`config.mk`:
```
export PLATFORM = sky130hd
export DESIGN_NAME = dsp_op_sequencer
export DESIGN_NICKNAME = d
export VERILOG_FILES = /design/src/rtl/dsp_op_sequencer.sv
export SDC_FILE = /design/constraint.sdc
export NUM_CORES = 1
export LEC_CHECK = 0
export CORE_AREA = 2 2 132 134
export DETAILED_ROUTE_END_ITERATION = 8
export DIE_AREA = 0 0 134 136
export GPL_ROUTABILITY_DRIVEN = 0
export GPL_TIMING_DRIVEN = 1
export MAX_ROUTING_LAYER = met4
export PLACE_DENSITY = 0.86
export SYNTH_ARGS = -nofsm -noshare
export SYNTH_HDL_FRONTEND = slang
export SYNTH_SLANG_ARGS = --single-unit
```
`constraint.sdc`:
```
create_clock -name clk -period 1.8 [get_ports clk]
set_input_delay 0.27 -clock clk [delete_from_list [all_inputs] [get_ports clk]]
set_output_delay 0.27 -clock clk [all_outputs]
set_load 0.03 [all_outputs]
```
`src/rtl/dsp_op_sequencer.sv`:
```
// Sequences one DSP-slice operation at a time: registers operands, waits out the slice pipeline, holds the result.
// Latency: response valid LATENCY+1 cycles after command acceptance.
// Backpressure: cmd_ready low from accept until the response handshake; result held while rsp_ready is low.
module dsp_op_sequencer #(
    parameter int LATENCY = 3,
    parameter int CNT_W   = 16
) (
    input  logic             clk,
    input  logic             rst,
    input  logic             cmd_valid,
    output logic             cmd_ready,
    input  logic [17:0]      cmd_a,
    input  logic [17:0]      cmd_b,
    input  logic [17:0]      cmd_d,
    input  logic [47:0]      cmd_c,
    input  logic [7:0]       cmd_opmode,
    input  logic             cmd_carryin,
    output logic [17:0]      dsp_a,
    output logic [17:0]      dsp_b,
    output logic [17:0]      dsp_d,
    output logic [47:0]      dsp_c,
    output logic [7:0]       dsp_opmode,
    output logic             dsp_carryin,
    output logic             dsp_ce,
    output logic             dsp_rst,
    input  logic [47:0]      dsp_p,
    input  logic             dsp_carryout,
    output logic             rsp_valid,
    input  logic             rsp_ready,
    output logic [47:0]      rsp_p,
    output logic             rsp_carryout,
    output logic [CNT_W-1:0] op_count
);

    typedef enum logic [1:0] {IDLE, WAIT, RESP} state_t;

    state_t     state;
    state_t     state_nxt;
    logic [3:0] wait_cnt;
    logic       accept;
    logic       capture;
    logic       complete;

    // cmd_ready is gated by the registered slice reset so it stays low through reset without a comb path from rst
    always_comb begin
        state_nxt = state;
        cmd_ready = 1'b0;
        dsp_ce    = 1'b0;
        rsp_valid = 1'b0;
        case (state)
            IDLE: begin
                cmd_ready = !dsp_rst;
                if (cmd_valid && !dsp_rst) state_nxt = WAIT;
            end
            WAIT: begin
                dsp_ce = 1'b1;
                if (wait_cnt == 4'd0) state_nxt = RESP;
            end
            RESP: begin
                rsp_valid = 1'b1;
                if (rsp_ready) state_nxt = IDLE;
            end
            default: state_nxt = IDLE;
        endcase
    end

    assign accept   = cmd_valid && cmd_ready;
    assign capture  = (state == WAIT) && (wait_cnt == 4'd0);
    assign complete = rsp_valid && rsp_ready;

    always_ff @(posedge clk) begin
        if (rst) begin
            state        <= IDLE;
            wait_cnt     <= 4'd0;
            dsp_a        <= '0;
            dsp_b        <= '0;
            dsp_d        <= '0;
            dsp_c        <= '0;
            dsp_opmode   <= '0;
            dsp_carryin  <= 1'b0;
            dsp_rst      <= 1'b1;
            rsp_p        <= '0;
            rsp_carryout <= 1'b0;
            op_count     <= '0;
        end else begin
            state   <= state_nxt;
            dsp_rst <= 1'b0;
            if (accept) begin
                dsp_a       <= cmd_a;
                dsp_b       <= cmd_b;
                dsp_d       <= cmd_d;
                dsp_c       <= cmd_c;
                dsp_opmode  <= cmd_opmode;
                dsp_carryin <= cmd_carryin;
                wait_cnt    <= 4'(LATENCY);
            end else if ((state == WAIT) && (wait_cnt != 4'd0)) begin
                wait_cnt <= wait_cnt - 4'd1;
            end
            if (capture) begin
                rsp_p        <= dsp_p;
                rsp_carryout <= dsp_carryout;
            end
            if (complete) op_count <= op_count + CNT_W'(1);
        end
    end

endmodule

```
# ---- Word level (Yosys, flattened, before mapping)
# Cells that the tools add are included.
# Widths: inputs -> output; s select.
dict set report totals {
  regBits 183
  inputBits 164
}
dict set report classes {
  add_sub_neg 2
  eq_ne 5
  muxes 10
  reduce_logical 12
}
# op n
set op_table {}
lappend op_table {{$add 16x1->16 const B} 1}
lappend op_table {{$mux 2} 5}
lappend op_table {{$pmux 2 s3} 1}
lappend op_table {{$logic_and 1x1->1} 5}
lappend op_table {{$logic_not 4->1} 1}
lappend op_table {{$mux 1} 4}
lappend op_table {{$ne 2x2->1 const B} 2}
lappend op_table {{$reduce_bool 4->1} 1}
lappend op_table {{$sub 4x1->4 const B} 1}
lappend op_table {{$reduce_and 3->1} 1}
lappend op_table {{$eq 2x1->1 const B} 1}
lappend op_table {{$eq 2x2->1 const B} 1}
lappend op_table {{$logic_not 2->1} 1}
lappend op_table {{$ne 2x1->1 const B} 1}
lappend op_table {{$reduce_bool 2->1} 1}
lappend op_table {{$reduce_or 2->1} 1}
lappend op_table {{$logic_not 1->1} 1}

# ---- Logic depth before layout (Yosys ltp)
# Gate-level depths: netlist of the first run.
dict set report logic_depth {
  word_depth 4
  depth_mapped 8
  ltp_nobuf 6
}

# ---- Worst setup path before layout of the first run
# Ideal clock, no wire load.
dict set report synth_timing {
  kind {reg2reg}
  startpoint {register op_count[2]}
  endpoint {register op_count[15]}
  path_stages_with_launch 6
  path_buffers 1
  arrival_ns 1.695
  period_less_slack_ns 1.765
  slack_ns 0.035
  setup_ns 0.070
  cell_sequence {dfxtp_1 > buf_4 > nand3_1 > or2_4 > or4_1 > a21oi_1}
}
dict set report synth_between {
  elab_chain_len 1
}
# item line
set synth_lines {}
lappend synth_lines {{start, declared} 32} ;# output logic [CNT_W-1:0] op_count
lappend synth_lines {{start signal, assigned} 103} ;# if (complete) op_count <= op_count + CNT_W'(1);
lappend synth_lines {{$add 16x1->16} 103}
# No other way between the ends.
# A chain may end at the register's enable or synchronous reset.

# ---- Worst setup path in the final report of the first run
dict set report layout_timing {
  startpoint {register dsp_d[12]}
  endpoint {output dsp_d[12]}
}
# item line
set layout_lines {}
lappend layout_lines {{start, declared} 20} ;# output logic [17:0] dsp_d,
lappend layout_lines {{start signal, assigned} 91} ;# dsp_d <= cmd_d;
# No word-level cell between the ends.

==> metrics.yaml, run 1 <==
run_status:
  status: "completed"
global_routing:
  antenna_found_initial: 0
  grt_pass1_vias: 6180
  grt_usage: 0.219
  grt_first_pass_wirelength_mm: 31.2
  grt_max_degree: 51
  overflow: 0
power:
  power_frac_comb: 0.168
  powerDensity_nw_per_um2: 912
  intPower_mw: 7.32
  leakage_nw: 4.12
  ir_drop_mv: 0.651
  p_total_mw: 9.98
  switching_share: 0.266
  p_seq_frac: 0.434
  p_switching_mw: 2.66
  clockPowerShare: 0.398
clock_tree:
  root_buffer: "clkbuf_16"
  clk_pin_slew_worst_paths_ns: 0.07
  cts_made_buffers: 17
  htree_levels: 4
  clk_path_buf_depth: 2
  clock_sinks: 183
  holdBufCountCts: 0
  cts_tree: "built"
  clock_latency_ns: 0.43
floorplan:
  ios: 344
  rows: 48
  dieArea_um2: 18200
  core_um2: 16900
  die_y_um: 136
  start_util: 0.385
  fp.dieW_um: 134
logic_synthesis:
  yosysWarnings: 0
  syn_nets: 977
  synth_ff_type: "dfxtp_1"
  yosysUniqueCellTypes: 35
  synth_edf_count: 0
  syn_area_um2: 6490
  synth_cells: 811
  yosys.area.top_type: "dfxtp_1"
  yosysTopAreaCellShare: 0.564
  syn_avg_cell_area_um2: 8.00
  ys_ff_latch: 183
  netlist_top_cells_area: "dfxtp_1 (56%), nand2_1 (19%), a21oi_1 (13%)"
  async_flop_share: 0
  yosysSeqAreaShare: 0.564
drt:
  dr.max_layer_used: "met4"
  drc_errors: 0
  wl_met2_mm: 9.83
  wl_per_cell_um: 14.6
  wl_met3_mm: 1.34
  wirelength_mm: 20.2
  vias_per_cell: 4.76
  wl_met1_mm: 8.50
  drtIter0Drc: 303
  ant_nets: 0
  vias: 6577
  firstDrtPassIters: 4
final_layout:
  drive_above_1_share: 0.0622
  n_antenna_cell: 0
  final_nets: 1311
  syn_to_final_growth_pct: 68.5
  most-common-layout-cells: "nand2_1 (326), clkdlybuf4s50_1 (318), dfxtp_1 (183)"
  final_common_cell: "nand2_1"
critical_path:
  cp_slowest_cell: "clkdlybuf4s50_1"
  cp.arrival_ns: 1.49
  required_ns: 1.53
  cp_cell_sequence: "clkdlybuf4s50_1"
  crit_path_end_kind: "output pin"
  reg2reg_to: "dsp_c[8]"
  ff2ff_path_depth: 6
  critical_path.startpoint_type: "register"
  worstPathBufferInverterCount: 1
  cpPeakStageDelay_ns: 0.73
  cp_max_fo: 2
  r2r_slack_ns: 0.16
  rr_startpoint: "state[0]"
  critical_path.top_delay_family: "buffers and inverters"
  critPathKind: "register to output pin"
sta:
  min_period_ns: 1.76
  max_freq_mhz: 567
  finalSetupViolCount: 0
  rsz0062_at_grt: "false"
  post-route-period-util: 0.979
  hold_viol: 0
  holdWs_ns: 0.162
  relSlewSlack: 0.720
  worst_pin_slew_ns: 0.419
  skew_ns: 0.00795
  drv_slew: 0
place:
  dp_hpwl_mm: 14.8
  portBuffers: 343
flow_run:
  cap_viol_max_count: 0
worst_hold_path:
  worst_hold_startpoint: "rst"
  hold_class: "input port to register"
  holdPathEnd: "dsp_rst"
  worstHoldPathCells: 1
-- kinds of logic (layout without fill, tap and decap cells) --
| group | count (synthesis) | count (layout) | share of synthesized area |
|---|---|---|---|
| AOI/OAI and AO/OA | 172 | 172 | 0.133 |
| and+or+nand+nor | 379 | 379 | 0.238 |
| DFF | 183 | 183 | 0.564 |
| buffers and inverters | 60 | 407 | 0.0401 |
| muxes | 1 | 1 | 0.00154 |
| adders and majority gates | 2 | 2 | 0.00386 |
| xor gates and xnor gates | 14 | 14 | 0.0189 |
-- Yosys cell counts (2+ instances only) --
master and count:
a21oi_1 167, and2_1 2, and3_1 3, buf_1 4, buf_2 19, buf_4 3
clkbuf_1 32, dfxtp_1 183, ha_1 2, inv_1 2, nand2_1 327, nand3_1 8
nand4_1 4, nor2_1 13, nor3_1 5, nor4_1 2, o21ai_0 3, or3_1 3
xnor2_1 6, xor2_1 8
-- metal layers --
metal / GRT usage / vias up
met5: - / -
met4: 0.0798 / 0
met3: 0.0552 / 37
met2: 0.362 / 234
met1: 0.258 / 3008
li1: - / 3298
-- timing repair --
item                                    in CTS  in global routing
resized for setup                           18                 12
setup buffers                                0                  0
pin swaps                                    0                  1
endpoints found under the setup margin      18                  9
-- registers in the layout, summed over array words and instances, names as in the netlist --
| register | cells |
|---|---|
| dsp_a | 18 |
| dsp_b | 18 |
| dsp_c | 48 |
| dsp_carryin | 1 |
| dsp_d | 18 |
| dsp_opmode | 8 |
| dsp_rst | 1 |
| op_count | 16 |
| rsp_carryout | 1 |
| rsp_p | 48 |
| state | 2 |
| wait_cnt | 4 |
-- power groups by stage --
stage / registers [mW] / clock network (mW) / logic (mW)
floorplan: 4.76 / 0 / 0.436
global placement: 4.41 / 0 / 1.67
detailed placement: 4.42 / 0 / 1.69
CTS: 4.33 / 4.06 / 1.69
global route: 4.35 / 4.23 / 1.79
finish: 4.33 / 3.97 / 1.68
-- how the worst max path moves through the flow --
stage | cells past startpoint | slack [ns] | to | startpoint
floorplan | 5 | 0.03 | op_count[15] | op_count[2]
global placement | 5 | -0.02 | op_count[15] | rsp_ready
detailed placement | 5 | -0.04 | op_count[15] | rsp_ready
CTS | 1 | 0.008 | dsp_opmode[0] | dsp_opmode[0]
global route | 1 | 0.001 | op_count[15] | op_count[15]
finish | 1 | 0.04 | dsp_d[12] | dsp_d[12]
-- area by class of cell --
class,count,area (um^2)
Fill cell,1382,5940
Clock buffer,19,443
Inverter,2,7.51
Timing Repair Buffer,373,3780
Tap cell,225,282
Sequential cell,183,3660
Clock inverter,13,184
Multi-Input combinational cell,568,2580
-- stage by stage --
step / utilization / TNS [ns] / setup WS (ns) / cell area (um^2) / instances
finish: 0.648 / 0 / 0.0378 / 10900 / 1383
global route: 0.648 / 0 / 0.00134 / 10900 / 1383
CTS: 0.648 / 0 / 0.00772 / 10900 / 1383
detailed placement: 0.612 / -0.0487 / -0.0368 / 10300 / 1351
global placement: 0.612 / -0.0156 / -0.0156 / 10300 / 1351
floorplan: - / 0 / 0.0348 / 6490 / 811
(Power assumes the default switching activity.)
==> run 2: changes to the inputs <==
ABC_CLOCK_PERIOD_IN_PS = 2130   (was unset)
CORE_AREA = 2 2 135 137   (was 2 2 132 134)
DIE_AREA = 0 0 137 139   (was 0 0 134 136)
PLACE_DENSITY = 0.83   (was 0.86)
clock period = 2.13 ns   (was 1.8 ns; I/O delays follow)
==> metrics.yaml, run 2 (same netlist as run 1, synthesis figures left out) <==
sta:
  drv_slew: 0  # unchanged
  max_freq_mhz: 485
  relSlewSlack: 0.666  # was 0.720
  setup_ws_ns: 0.0695  # was 0.0378 ns
  finalSetupViolCount: 0  # unchanged
  min_period_ns: 2.06
  setup_tns_ns: 0  # unchanged
  hold_viol: 0  # unchanged
  holdWs_ns: 0.293  # was 0.162 ns
  skew_ns: 0.0102  # was 0.00795 ns
  post-route-period-util: 0.967
  worst_pin_slew_ns: 0.501  # was 0.419 ns
  rsz0062_at_grt: "false"  # unchanged
floorplan:
  dieArea_um2: 19000  # was 18200 um^2
  ios: 344  # unchanged
  fp.dieW_um: 137  # was 134 um
  start_util: 0.368  # was 0.385
  die_y_um: 139  # was 136 um
  core_um2: 17700  # was 16900 um^2
  rows: 49  # was 48
place:
  portBuffers: 343  # unchanged
  postPlaceCellArea_um2: 10200  # was 10300 um^2
  dp_hpwl_mm: 14.4  # was 14.8 mm
  dp_slack_ns: 0.198  # was -0.0368 ns
  placedCellCount: 1340  # was 1351
critical_path:
  r2r_slack_ns: 0.41  # was 0.16 ns
  cp.arrival_ns: 1.74  # was 1.49 ns
  required_ns: 1.81  # was 1.53 ns
  cp_max_fo: 5  # was 2
  critPathKind: "register to output pin"  # unchanged
  crit_path_end_kind: "output pin"  # unchanged
  critical_path.startpoint_type: "register"  # unchanged
power:
  p_total_mw: 8.27  # was 9.98 mW
  powerDensity_nw_per_um2: 764  # was 912 nW/um^2
  leakage_nw: 3.85  # was 4.12 nW
  power_frac_comb: 0.169  # was 0.168
  ir_drop_mv: 0.492  # was 0.651 mV
  p_seq_frac: 0.442  # was 0.434
  switching_share: 0.261  # was 0.266
  p_switching_mw: 2.16  # was 2.66 mW
  clockPowerShare: 0.388  # was 0.398
  intPower_mw: 6.11  # was 7.32 mW
final_layout:
  fin_cells: 1374  # was 1383
  regArea_um2: 3660  # unchanged
  final_nets: 1296  # was 1311
  final_area_um2: 10800  # was 10900 um^2
  largestRegisters: "dsp_c (48), rsp_p (48)"  # unchanged
  finish.utilization: 0.613  # was 0.648
  fill_cells: 1525  # was 1382
  final_common_cell: "clkdlybuf4s50_1"  # was nand2_1
  drive_above_1_share: 0.0472  # was 0.0622
  syn_to_final_growth_pct: 66.7  # was 68.5%
  multi_input_area_um2: 2580  # about the same
  most-common-layout-cells: "clkdlybuf4s50_1 (340), nand2_1 (326), dfxtp_1 (183)"  # was nand2_1 (326), clkdlybuf4s50_1 (318), dfxtp_1 (183)
global_routing:
  overflow: 0  # unchanged
  grt_first_pass_wirelength_mm: 31.6  # was 31.2 mm
  antenna_found_initial: 2  # was 0
  grt_pass1_vias: 6409  # was 6180
  grt_usage: 0.213  # was 0.219
  grt_max_degree: 57  # was 51
drt:
  drtIter0Drc: 275  # was 303
  firstDrtPassIters: 4  # unchanged
  drc_errors: 0  # unchanged
  wl_per_cell_um: 14.6  # about the same
  vias: 6492  # was 6577
  vias_per_cell: 4.72  # was 4.76
  ant_nets: 0  # unchanged
  wirelength_mm: 20.1  # was 20.2 mm
clock_tree:
  root_buffer: "clkbuf_16"  # unchanged
  clk_pin_slew_worst_paths_ns: 0.07  # about the same
  htree_levels: 4  # unchanged
  clock_sinks: 183  # unchanged
  clk_path_buf_depth: 2  # unchanged
  cts_tree: "built"  # unchanged
  cts_made_buffers: 17  # unchanged
  clock_latency_ns: 0.41  # was 0.43 ns
run_status:
  status: "completed"  # unchanged
flow_run:
  cap_viol_max_count: 0  # unchanged
worst_hold_path:
  hold_class: "input port to register"  # unchanged
==> run 2: cell count changes in the layout (fill, tap and decap cells not counted), moves of 2 or more <==
| cell | delta |
|---|---|
| buf_4 | -14 |
| clkbuf_2 | -3 |
| clkdlybuf4s50_1 | +22 |
| clkinv_2 | +2 |
| clkinvlp_4 | +2 |
| diode_2 | +2 |
| dlygate4sd2_1 | -13 |
| dlymetal6s2s_1 | -6 |
| inv_8 | -3 |
==> run 2: worst max-delay path, cell delays in order, from the launching register on <==
cell and delay, ns:
dfxtp_1 0.44, nor2b_1 0.20, clkdlybuf4s50_1 0.69
==> run 2: layout make-up <==
type | count | share of cell area
clock inverters | 13 | 0.0154
well taps | 229 | 0.0265
repair buffers | 358 | 0.340
diodes | 2 | 0.000462
clock buffers | 19 | 0.0400
inverters | 2 | 0.000694
multi-input cells | 568 | 0.239
flip-flops and latches | 183 | 0.339
==> run 2: power by group through the flow <==
| stage | Clock, mW | Sequential (mW) | Combinational, mW |
|---|---|---|---|
| after floorplan | 0 | 4.02 | 0.369 |
| after global placement | 0 | 3.73 | 1.40 |
| after detailed placement | 0 | 3.73 | 1.41 |
| after CTS | 3.30 | 3.66 | 1.41 |
| after global routing | 3.44 | 3.67 | 1.50 |
| final | 3.21 | 3.66 | 1.40 |
==> run 2: what timing repair did <==
| action | in CTS | in global routing |
|---|---|---|
| hold buffers | 0 | 0 |
| setup buffers | 0 | 0 |
| setup endpoints to repair | 2 | 0 |
| resized for setup | 2 | 0 |
==> run 2: layer usage <==
metal,GRT usage,part of all wire,up-vias
met4,0.0830,0.029,0
met2,0.356,0.49,221
met5,-,0,-
li1,-,-,3268
met1,0.235,0.40,2964
met3,0.0662,0.080,39
==> run 2: worst paths after layout <==
check / depth (start not counted) / end / from
min reg2reg: 2 / rsp_p[12] / rsp_p[12]
max: 2 / rsp_valid / state[1]
min: 1 / dsp_rst / rst
max reg2reg: 4 / op_count[15] / op_count[3]
==> run 3: changes to the inputs <==
SLEW_MARGIN = 20   (was unset)
==> results of run 3 <==
Same layout as run 2: the final DEF is identical, and so are final timing and power.
